File: src/rtl/la_pkg.sv
// Shared types and default widths for the logic-analyzer
// SRAM write controller.
package la_pkg;

  localparam int LA_ADDR_W = 19;
  localparam int LA_DATA_W = 8;
  localparam int LA_CNT_W  = 8;

  typedef enum logic [2:0] {
    IDLE,
    PREFILL,
    ARMED,
    POST,
    DONE_ST
  } la_state_e;

endpackage

File: src/rtl/la_addr_counter.sv
// Modulo-2**ADDR_W SRAM address counter with clear and a
// sticky wrap flag. nxt is the address the next write lands on.
module la_addr_counter
  import la_pkg::*;
#(
  parameter int ADDR_W = LA_ADDR_W
) (
  input  logic              CLK,
  input  logic              RESET,
  input  logic              clr,
  input  logic              inc,
  output logic [ADDR_W-1:0] addr,
  output logic [ADDR_W-1:0] nxt,
  output logic              wrapped
);

  // address after the current write cycle completes
  always_comb begin
    nxt = addr + ADDR_W'(inc);
  end

  // address register; wrap flag sets on all-ones -> 0
  always_ff @(posedge CLK) begin
    if (RESET) begin
      addr    <= '0;
      wrapped <= 1'b0;
    end else if (clr) begin
      addr    <= '0;
      wrapped <= 1'b0;
    end else if (inc) begin
      addr <= nxt;
      if (&addr)
        wrapped <= 1'b1;
    end
  end

endmodule

File: src/rtl/la_sram_wr_ctrl.sv
// Circular-buffer SRAM writer with pre/post-trigger control.
// Optional LA_FORCE_TRIG_EN adds a FORCE_TRIG input.
module la_sram_wr_ctrl
  import la_pkg::*;
#(
  parameter int ADDR_W = LA_ADDR_W,
  parameter int DATA_W = LA_DATA_W,
  parameter int CNT_W  = LA_CNT_W
) (
  input  logic                    CLK,
  input  logic                    RESET,
  input  logic                    START,
  input  logic [ADDR_W-1:0]       PRE_TRIG_LEN,
  input  logic [ADDR_W-1:0]       POST_TRIG_LEN,
  input  logic                    TRIG,
`ifdef LA_FORCE_TRIG_EN
  input  logic                    FORCE_TRIG,
`endif
  input  logic [DATA_W-1:0]       LA_DATA_IN,
  input  logic [CNT_W-1:0]        LA_RLE_IN,
  input  logic                    LA_WR_STB,
  output logic [ADDR_W-1:0]       SRAM_ADDR,
  output logic [DATA_W+CNT_W-1:0] SRAM_DATA,
  output logic                    SRAM_WE_N,
  output logic                    BUSY,
  output logic                    DONE,
  output logic                    WRAPPED,
  output logic [ADDR_W-1:0]       TRIG_ADDR
);

  la_state_e         state;
  la_state_e         state_nxt;
  logic [ADDR_W-1:0] pre_len_q;
  logic [ADDR_W-1:0] post_len_q;
  logic [ADDR_W-1:0] pre_cnt;
  logic [ADDR_W-1:0] post_cnt;
  logic [ADDR_W-1:0] addr_nxt;
  logic [ADDR_W:0]   pre_sum;
  logic [ADDR_W:0]   post_sum;
  logic              acc;
  logic              start_go;
  logic              fire;
  logic              fire_done;

  la_addr_counter #(
    .ADDR_W (ADDR_W)
  ) u_addr (
    .CLK     (CLK),
    .RESET   (RESET),
    .clr     (start_go),
    .inc     (!SRAM_WE_N),
    .addr    (SRAM_ADDR),
    .nxt     (addr_nxt),
    .wrapped (WRAPPED)
  );

  // write acceptance, trigger qualification, count sums
  always_comb begin
    acc = LA_WR_STB &&
          (state inside {PREFILL, ARMED, POST});
    start_go = START &&
               (state inside {IDLE, DONE_ST});
`ifdef LA_FORCE_TRIG_EN
    fire = ((state == ARMED) && (TRIG || FORCE_TRIG)) ||
           ((state == PREFILL) && FORCE_TRIG);
`else
    fire = (state == ARMED) && TRIG;
`endif
    pre_sum  = {1'b0, pre_cnt} + {{ADDR_W{1'b0}}, acc};
    post_sum = {1'b0, post_cnt} + {{ADDR_W{1'b0}}, acc};
    fire_done = {{ADDR_W{1'b0}}, acc} >= {1'b0, post_len_q};
  end

  // state register
  always_ff @(posedge CLK) begin
    if (RESET)
      state <= IDLE;
    else
      state <= state_nxt;
  end

  // next-state logic
  always_comb begin
    state_nxt = state;
    unique case (state)
      IDLE: begin
        if (start_go)
          state_nxt = PREFILL;
      end
      PREFILL: begin
        if (fire)
          state_nxt = fire_done ? DONE_ST : POST;
        else if (pre_sum >= {1'b0, pre_len_q})
          state_nxt = ARMED;
      end
      ARMED: begin
        if (fire)
          state_nxt = fire_done ? DONE_ST : POST;
      end
      POST: begin
        if (post_sum >= {1'b0, post_len_q})
          state_nxt = DONE_ST;
      end
      DONE_ST: begin
        if (start_go)
          state_nxt = PREFILL;
      end
      default: state_nxt = IDLE;
    endcase
  end

  // status outputs
  always_comb begin
    BUSY = state inside {PREFILL, ARMED, POST};
    DONE = (state == DONE_ST);
  end

  // SRAM strobe/data, length capture, counters, trigger address
  always_ff @(posedge CLK) begin
    if (RESET) begin
      SRAM_WE_N  <= 1'b1;
      SRAM_DATA  <= '0;
      pre_len_q  <= '0;
      post_len_q <= '0;
      pre_cnt    <= '0;
      post_cnt   <= '0;
      TRIG_ADDR  <= '0;
    end else begin
      SRAM_WE_N <= !acc;
      if (acc)
        SRAM_DATA <= {LA_RLE_IN, LA_DATA_IN};
      if (start_go) begin
        pre_len_q  <= PRE_TRIG_LEN;
        post_len_q <= POST_TRIG_LEN;
        pre_cnt    <= '0;
        post_cnt   <= '0;
        TRIG_ADDR  <= '0;
      end else begin
        if ((state == PREFILL) && acc && !fire)
          pre_cnt <= pre_sum[ADDR_W-1:0];
        if (fire) begin
          post_cnt  <= {{(ADDR_W-1){1'b0}}, acc};
          TRIG_ADDR <= addr_nxt;
        end else if ((state == POST) && acc) begin
          post_cnt <= post_sum[ADDR_W-1:0];
        end
      end
    end
  end

endmodule

File: config.mk
export PLATFORM = sky130hd
export DESIGN_NAME = la_sram_wr_ctrl
export DESIGN_NICKNAME = d
export VERILOG_FILES = /design/src/rtl/la_pkg.sv /design/src/rtl/la_addr_counter.sv /design/src/rtl/la_sram_wr_ctrl.sv
export SDC_FILE = /design/constraint.sdc
export NUM_CORES = 1
export LEC_CHECK = 0
export CORE_AREA = 2 2 118 120
export DETAILED_ROUTE_END_ITERATION = 10
export DIE_AREA = 0 0 120 122
export PLACE_DENSITY = 0.86
export SKIP_CTS_REPAIR_TIMING = 1
export SYNTH_ARGS = -nofsm -noshare
export SYNTH_HDL_FRONTEND = slang
export SYNTH_SLANG_ARGS = --single-unit
File: constraint.sdc
create_clock -name CLK -period 6.7 [get_ports CLK]
set_clock_uncertainty 0.15 [all_clocks]
set_input_delay 1.675 -clock CLK [delete_from_list [all_inputs] [get_ports CLK]]
set_output_delay 1.675 -clock CLK [all_outputs]
set_load 0.02 [all_outputs]
==> flow_summary.toml, run 1 <==
[run_status]
status = "finished clean"

[global_routing]
gr-total-overflow = 0
antenna_found_initial = 0
globalRouteTotalUtil = 0.232
grt_pass1_wl_um = 27700
grt_pass1_vias = 6121
grt_max_degree = 57

[synth]
ys.warnings.count = 0
synthesis.area_mm2 = 0.00709
yosysUniqueCellTypes = 55
syn_inst = 887
synthMostInstantiatedCell = "nand2_1"
synth_nets = 991
synthTopCellsByCount = "nand2_1, dfxtp_1, a21oi_1"
synthTopCellsByArea = "dfxtp_1, nand2_1, ha_1"
syn_avg_cell_area_um2 = 7.99
synthArstFlopShare = 0
ys.flop_type = "dfxtp_1"
yosysSeqAreaShare = 0.381
synth_top_area_frac = 0.381
yosys.area.top_type = "dfxtp_1"
synth_seq_cells = 135
synth_edf_count = 0

[critical_path]
critPathRequiredTime_ns = 6.85
max_stage_delay_ns = 0.60
cp_slowest_cell = "clkdlybuf4s50_1"
r2r_slack_ns = 2.05
worstPathCellList = "clkdlybuf4s50_1 -> nand2_1 -> buf_4 -> clkinv_1 -> buf_4 -> ha_1 -> ha_1 -> nand3_1 -> nor3_2 -> and3_1 -> xor2_1 -> ha_1 -> nand4_1 -> nor2_1 -> or3_1 -> o21ai_0 -> a41o_1 -> o211ai_1"
endpoint_kind = "flop"
cp-start-kind = "input port"
critical_path_arrival_ns = 5.84
crit_path_start = "LA_WR_STB"
critical-path-top-cell-by-count = "ha_1"
path_class = "in2reg"
cp_max_fo = 18
worstReg2RegStart = "state[0]"

[clock_network]
htree_levels = 4
clkTransAtPathRegs_ns = 0.06
cts_buffers = 17
tritoncts = "yes"
clkSinkCount = 135
clock_path_buffers = 2
clk_latency_ns = 0.41
cts-root-buf = "clkbuf_16"

[cells_and_area]
layout-drive-gt1-share = 0.0553
regArea_mm2 = 0.00270
instances_no_fill = 1175
area_growth_pct = 26.5
num_antenna_cells = 0
fin_nets = 1086
nFillCells = 1065
multi_input_area_mm2 = 0.00403

[drt]
drc_errors = 0
wire_per_inst_um = 14.3
dr.pass1.iters = 5
vias = 6343
drt-vias-per-instance = 5.40
drt_wl_total_um = 16800
ant_nets = 0
drtIter0Drc = 302

[die]
die-area_mm2 = 0.0146
rows = 43
die_height_um = 122
initial_core_util = 0.525
io_pins = 117
core_mm2 = 0.0135
fp.dieW_um = 120

[timing]
worstMarginPinSlew_ns = 0.813
tns_ns = 0
final.min_clock_period_ns = 5.69
hold_violations = 0
drv_slew = 0
slew_headroom = 0.457
rsz0062_at_grt = "false"
post-route-period-util = 0.850
setup_viol = 0
fmax_ghz = 0.176

[hold_path]
hold_start = "SRAM_DATA[15]"
hp-class = "reg2reg"

[placed_design]
dp_hpwl_um = 11600
placed_cells = 1143
gp_congestion = 0.851
port_buffers = 116

[power]
peakVddDrop_v = 0.000181
power_density_mw_per_mm2 = 247
leakage_nw = 3.33

[job]
max_cap_viol_count = 0
-- critical path: cells and delay by family --
family / cells / cell delay, ns
AO/OA/AOI/OAI: 3 / 0.50
buffers and inverters: 4 / 1.11
adder cells (fa/ha/maj): 3 / 0.74
AND/OR/NAND/NOR: 7 / 1.65
XOR/XNOR: 1 / 0.15
-- sequential cells by signal, summed over array words and instances, names as in the netlist --
register,cells
SRAM_DATA,16
SRAM_WE_N,1
TRIG_ADDR,19
post_cnt,19
post_len_q,19
pre_cnt,19
pre_len_q,19
state,3
u_addr.addr,19
u_addr.wrapped,1
-- stage by stage --
stage / instance area, µm² / util / power (mW) / setup WS, ns / hold WS, ns
finish: 8960 / 0.663 / 2.21 / 1.01 / 0.302
global route: 8960 / 0.663 / 2.30 / 0.649 / 0.315
CTS: 8960 / 0.663 / 2.22 / 1.03 / 0.304
detailed placement: 8340 / 0.618 / 1.25 / 0.684 / 0.296
global placement: 8340 / 0.618 / 1.24 / 0.771 / 0.290
floorplan: 7090 / - / 1.11 / 1.11 / 0.286
-- cell type report --
cell class / instances / share of cell area
Multi-Input combinational cell: 660 / 0.450
Sequential cell: 135 / 0.302
Timing Repair Buffer: 123 / 0.135
Clock buffer: 20 / 0.0510
Tap cell: 180 / 0.0251
Inverter: 45 / 0.0189
Clock inverter: 12 / 0.0183
-- placed cells by master (no fill, tap or decap), types with 2 or more instances in the layout --
master and count:
nand2_1 156, bufinv_16 3, nor3_1 16, clkbuf_8 2, nor4_1 6, nand4_2 3, and3_1 8, nor2_1 86
xor2_1 41, clkinv_4 2, dfxtp_1 135, clkbuf_16 17, o21ai_0 23, nand3_2 2, o211ai_1 3, xnor2_1 48
nand4_1 18, mux2i_1 4, ha_1 45, inv_1 44, nor4_4 3, nor3b_1 2, o21a_1 4, and2_1 3
clkinv_2 2, or3_1 16, nand3_1 29, buf_4 7, a21oi_1 89, a21o_1 2, a211oi_1 14, and4_1 4
clkdlybuf4s50_1 115, o31ai_1 2, nand2b_1 8, inv_6 4, nor2b_1 4
-- routing by layer --
layer / wire (µm) / global-route usage / vias to the layer above
li1: - / - / 3187
met1: 7160 / 0.270 / 2966
met2: 8370 / 0.412 / 163
met3: 982 / 0.0618 / 27
met4: 293 / 0.0838 / 0
met5: 0 / 0 / -
-- logic make-up (layout without fill, tap and decap cells) --
kind of cell	count (synthesis)	after routing	share of synthesized area
buffers and inverters	92	200	0.0503
AOI/OAI and AO/OA	146	146	0.117
muxes	4	4	0.00565
xor gates and xnor gates	89	89	0.110
and+or+nand+nor	376	376	0.257
DFF	135	135	0.381
adders and majority gates	45	45	0.0795
-- power breakdown --
group          leakage [nW]  total, mW  switching [mW]  internal (mW)
registers              1.10      0.882          0.0355          0.846
logic                  1.93      0.352           0.209          0.142
clock network         0.308      0.975           0.363          0.612
-- worst paths after layout --
path	to	depth (start not counted)
hold reg to reg	SRAM_DATA[15]	2
hold / removal	SRAM_DATA[15]	2
setup / recovery	state[1]	18
setup reg to reg	state[1]	19
Power figures use the tool's default switching activity.
==> inputs of run 2 (changes only) <==
CORE_AREA = 2 2 124 126   (was 2 2 118 120)
DIE_AREA = 0 0 126 128   (was 0 0 120 122)
PLACE_DENSITY = 0.82   (was 0.86)
clock period = 5 ns   (was 6.7 ns; I/O delays follow)
==> run 2 against run 1 <==
Compared with the run above: global-route usage shrank 1.8 points; power increased by 31%; first-iteration DRC count rose by 22%; clock power is 27% higher; design area up 0.20%; combinational power increased by 34%; sequential share of layout area decreased by 0.059 points; register-to-register slack worse by 1.2 ns; final cell count up 1.1%.
==> flow_summary.toml, run 2 (synthesized netlist as in run 1, its figures left out) <==
[run_status]
status = "finished clean"

[critical_path]
path_class = "in2reg"
cp-start-kind = "input port"
worstPathCellList = "clkdlybuf4s50_1 -> nand2_1 -> clkinv_1 -> ha_1 -> nand3_1 -> or3_4 -> nor3_4 -> nand4_2 -> xnor2_1 -> ha_1 -> nand4_1 -> nor4_1 -> a32oi_1 -> and3_1 -> a41o_1 -> o21a_1"
cp_slowest_cell = "clkdlybuf4s50_1"
critical_path_arrival_ns = 4.70
max_stage_delay_ns = 0.48
path_delay_family = "simple AND/OR/NAND/NOR gates"
cp_max_fo = 5
critical-path-top-cell-by-count = "ha_1"
critPathBufInv = 2
critPathRequiredTime_ns = 5.17
endpoint_kind = "flop"

[die]
die_height_um = 128
die-area_mm2 = 0.0161
rows = 45
initial_core_util = 0.477
io_pins = 117
fp.dieW_um = 126
core_mm2 = 0.0149

[cells_and_area]
fin_nets = 1091
area_growth_pct = 26.7
layout-drive-gt1-share = 0.0620
nFillCells = 1311
final_area_mm2 = 0.00898
final_cell_mix = "nand2_1, dfxtp_1, clkdlybuf4s50_1"
num_antenna_cells = 0
final_common_cell = "nand2_1"

[power]
peakVddDrop_v = 0.000267
power_density_mw_per_mm2 = 322
leakage_nw = 3.34

[timing]
fmax_ghz = 0.221
tns_ns = 0
hold_violations = 0
worstMarginPinSlew_ns = 1.13
setup_viol = 0
post-route-period-util = 0.906
final.min_clock_period_ns = 4.53
slew_headroom = 0.248
drv_slew = 0
rsz0062_at_grt = "false"

[global_routing]
antenna_found_initial = 0
grt_pass1_vias = 5996
gr-total-overflow = 0
globalRouteTotalUtil = 0.214
grt_pass1_wl_um = 28300
grt_max_degree = 63

[clock_network]
clk_latency_ns = 0.43
tritoncts = "yes"
cts_buffers = 17
clkSinkCount = 135
clock_path_buffers = 2
cts-root-buf = "clkbuf_16"
clkTransAtPathRegs_ns = 0.06
htree_levels = 4

[drt]
vias = 6222
ant_nets = 0
wire_per_inst_um = 14.3
drtIter0Drc = 369
drt_wl_total_um = 16900
drc_errors = 0
drt-vias-per-instance = 5.24
dr.pass1.iters = 4

[placed_design]
place_area_mm2 = 0.00839
port_buffers = 116
gp_congestion = 0.860
dp_hpwl_um = 11700

[hold_path]
hp-class = "reg2reg"

[job]
max_cap_viol_count = 0
run 2: changes by cell type in the layout (fill, tap and decap cells not counted), sizes merged:
cell / before / now
clkinvlp: 0 / 1
clkbuf: 20 / 17
inv: 49 / 51
buf: 8 / 13
clkinv: 5 / 7
bufinv: 3 / 1
run 2: worst reg2reg max path, cell delays in order, from the launching register on:
cell	delay [ns]
dfxtp_1	0.53
nor2_1	0.14
nor2_1	0.21
nand2_1	0.10
clkinv_1	0.12
ha_1	0.23
nand3_1	0.11
or3_4	0.38
nor3_4	0.20
nand4_2	0.16
xnor2_1	0.17
ha_1	0.33
nand4_1	0.16
nor4_1	0.28
a32oi_1	0.15
and3_1	0.21
a41o_1	0.23
o21a_1	0.18
run 2: per-stage QoR:
step | util | hold WS (ns) | power (mW) | instances | worst slack, ns
2_1_floorplan | - | 0.286 | 1.49 | 887 | 0.0233
4_1_cts | 0.604 | 0.305 | 2.92 | 1188 | 0.497
3_5_place_dp | 0.564 | 0.297 | 1.67 | 1156 | 0.0652
5_1_grt | 0.604 | 0.330 | 3.02 | 1188 | 0.209
6_report | 0.604 | 0.306 | 2.89 | 1188 | 0.469
3_3_place_gp | 0.564 | 0.291 | 1.67 | 1156 | 0.138
run 2: worst paths after layout:
check | startpoint | end | slack [ns] | cells past startpoint
setup / recovery | LA_WR_STB | state[0] | 0.47 | 16
hold / removal | pre_len_q[3] | pre_len_q[3] | 0.31 | 2
setup reg to reg | state[0] | state[0] | 0.85 | 17
hold reg to reg | pre_len_q[3] | pre_len_q[3] | 0.31 | 2
run 2: metal layers:
metal / wire length [µm] / up-vias / share of wire / GRT usage
met5: 0 / - / 0 / 0
met4: 316 / 0 / 0.019 / 0.0737
met3: 852 / 27 / 0.050 / 0.0555
met2: 8250 / 123 / 0.49 / 0.370
met1: 7530 / 2881 / 0.44 / 0.260
li1: - / 3191 / - / -
run 2: area by class of cell:
class                      count  area [µm²]  area share
multi-input combinational    660        4040       0.450
sequential                   135        2700       0.301
timing repair buffer         128        1250       0.139
clock buffer                  17         425      0.0474
tap                          188         235      0.0262
inverter                      45         169      0.0188
clock inverter                15         163      0.0181
run 2: where the power goes:
part / total, mW / leakage, nW / switching, mW / internal (mW)
Sequential: 1.18 / 1.10 / 0.0468 / 1.13
Combinational: 0.472 / 1.96 / 0.282 / 0.190
Clock: 1.24 / 0.287 / 0.536 / 0.706
==> inputs of run 3 (changes only) <==
CAP_MARGIN = 25   (was default)
==> run 3 against run 2 <==
Compared with the run above: critical path depth unchanged; sequential cell count unchanged; register-to-register slack got worse by 0.10 ns; sequential share of layout area decreased by 0.28 points; design area increased by 0.93%; first-iteration DRC count decreased by 25%; non-clock buffer count increased by 1; worst hold slack got worse by 0.0050 ns; clock-buffer cell count increased by 3; clock power increased by 11%; die area unchanged.
==> flow_summary.toml, run 3 (synthesized netlist as in run 1, its figures left out) <==
[run_status]
status = "finished clean"

[global_routing]
gr-total-overflow = 0
grt_max_degree = 63
antenna_found_initial = 0
globalRouteTotalUtil = 0.216
grt_pass1_vias = 6141
grt_pass1_wl_um = 28700

[critical_path]
r2r-end = "state[1]"
cp_max_fo = 5
crit_end = "state[1]"
critical_path_arrival_ns = 4.77
r2r_slack_ns = 0.75
cp-start-kind = "input port"
worstReg2RegStart = "state[0]"
critPathRequiredTime_ns = 5.17
path_class = "in2reg"
endpoint_kind = "flop"
crit_path_start = "LA_WR_STB"
rr_worst_depth = 17

[clock_network]
htree_levels = 4
clkTransAtPathRegs_ns = 0.06
tritoncts = "yes"
cts_buffers = 17
clkSinkCount = 135
cts-root-buf = "clkbuf_16"
clk_latency_ns = 0.43
clock_path_buffers = 2

[die]
die_height_um = 128
core_mm2 = 0.0149
die-area_mm2 = 0.0161
fp.dieW_um = 126
rows = 45
io_pins = 117
initial_core_util = 0.477

[cells_and_area]
fin_util = 0.610
final_cell_mix = "nand2_1, dfxtp_1, clkdlybuf4s50_1"
final_area_mm2 = 0.00906
nFillCells = 1325
final_common_cell = "nand2_1"
num_antenna_cells = 0
area_growth_pct = 27.9
fin_nets = 1092
layout-drive-gt1-share = 0.0629

[timing]
post-route-period-util = 0.920
drv_slew = 0
hold_violations = 0
final.min_clock_period_ns = 4.60
worstMarginPinSlew_ns = 0.806
fmax_ghz = 0.217
setup_viol = 0
setup_slack_ns = 0.402
slew_headroom = 0.462
rsz0062_at_grt = "false"
tns_ns = 0

[placed_design]
post-place-ws_ns = 0.0583
gp_congestion = 0.860
dp_hpwl_um = 11800
port_buffers = 116
place_area_mm2 = 0.00841

[power]
leakage_nw = 3.38
power_density_mw_per_mm2 = 336
power.total_mw = 3.04
p_switching_mw = 0.831
p_int_mw = 2.21
p_clk_frac = 0.454
p_seq_frac = 0.388
peakVddDrop_v = 0.000263
combPwrFrac = 0.158
switching_share = 0.273

[drt]
ant_nets = 0
drt_wl_total_um = 17100
drtIter0Drc = 277
drt-vias-per-instance = 5.34
wire_per_inst_um = 14.4
drc_errors = 0
dr.pass1.iters = 4
vias = 6352

[job]
max_cap_viol_count = 0

[hold_path]
hold_start = "SRAM_DATA[8]"
hp-class = "reg2reg"
hold_path_depth = 2
run 3: worst min-delay path by stage:
| stage | end | slack, ns |
|---|---|---|
| finish | SRAM_DATA[8] | 0.30 |
| floorplan | post_len_q[1] | 0.29 |
| global placement | SRAM_DATA[15] | 0.29 |
| detailed placement | pre_len_q[3] | 0.30 |
| CTS | pre_len_q[3] | 0.30 |
| global route | pre_len_q[2] | 0.33 |
run 3: stage by stage:
stage | hold slack, ns | instances
after floorplan | 0.286 | 887
after global placement | 0.291 | 1156
after detailed placement | 0.297 | 1157
after CTS | 0.305 | 1189
after global routing | 0.333 | 1189
final | 0.301 | 1189
run 3: area by class of cell:
type                       count  area [µm²]  share of cell area
clock buffer                  20         467              0.0515
clock inverter                12         185              0.0204
inverter                      45         169              0.0186
multi-input combinational    660        4040               0.445
sequential                   135        2700               0.298
tap                          188         235              0.0260
timing repair buffer         129        1270               0.140
run 3: power by group through the flow:
stage                     registers, mW  clock network [mW]  logic, mW
after floorplan                    1.21                   0      0.281
after global placement             1.20                   0      0.465
after global routing               1.19                1.45      0.536
after detailed placement           1.20                   0      0.476
final                              1.18                1.38      0.480
after CTS                          1.18                1.40      0.482
run 3: critical path: stages:
cell	delay (ns)
clkdlybuf4s50_1	0.49
nand2_1	0.07
clkinv_1	0.12
ha_1	0.23
nand3_1	0.11
or3_4	0.38
nor3_4	0.19
nand4_2	0.15
xnor2_1	0.16
ha_1	0.34
nand4_1	0.16
nor4_1	0.28
a32oi_1	0.15
and3_1	0.21
a41o_1	0.23
o211ai_1	0.25
run 3: routing by layer:
layer | share of wire | global-route usage | wire length, µm | up-vias
met5 | 0 | 0 | 0 | -
li1 | - | - | - | 3194
met4 | 0.018 | 0.0795 | 299 | 0
met2 | 0.49 | 0.371 | 8360 | 149
met1 | 0.44 | 0.262 | 7590 | 2980
met3 | 0.049 | 0.0543 | 835 | 29
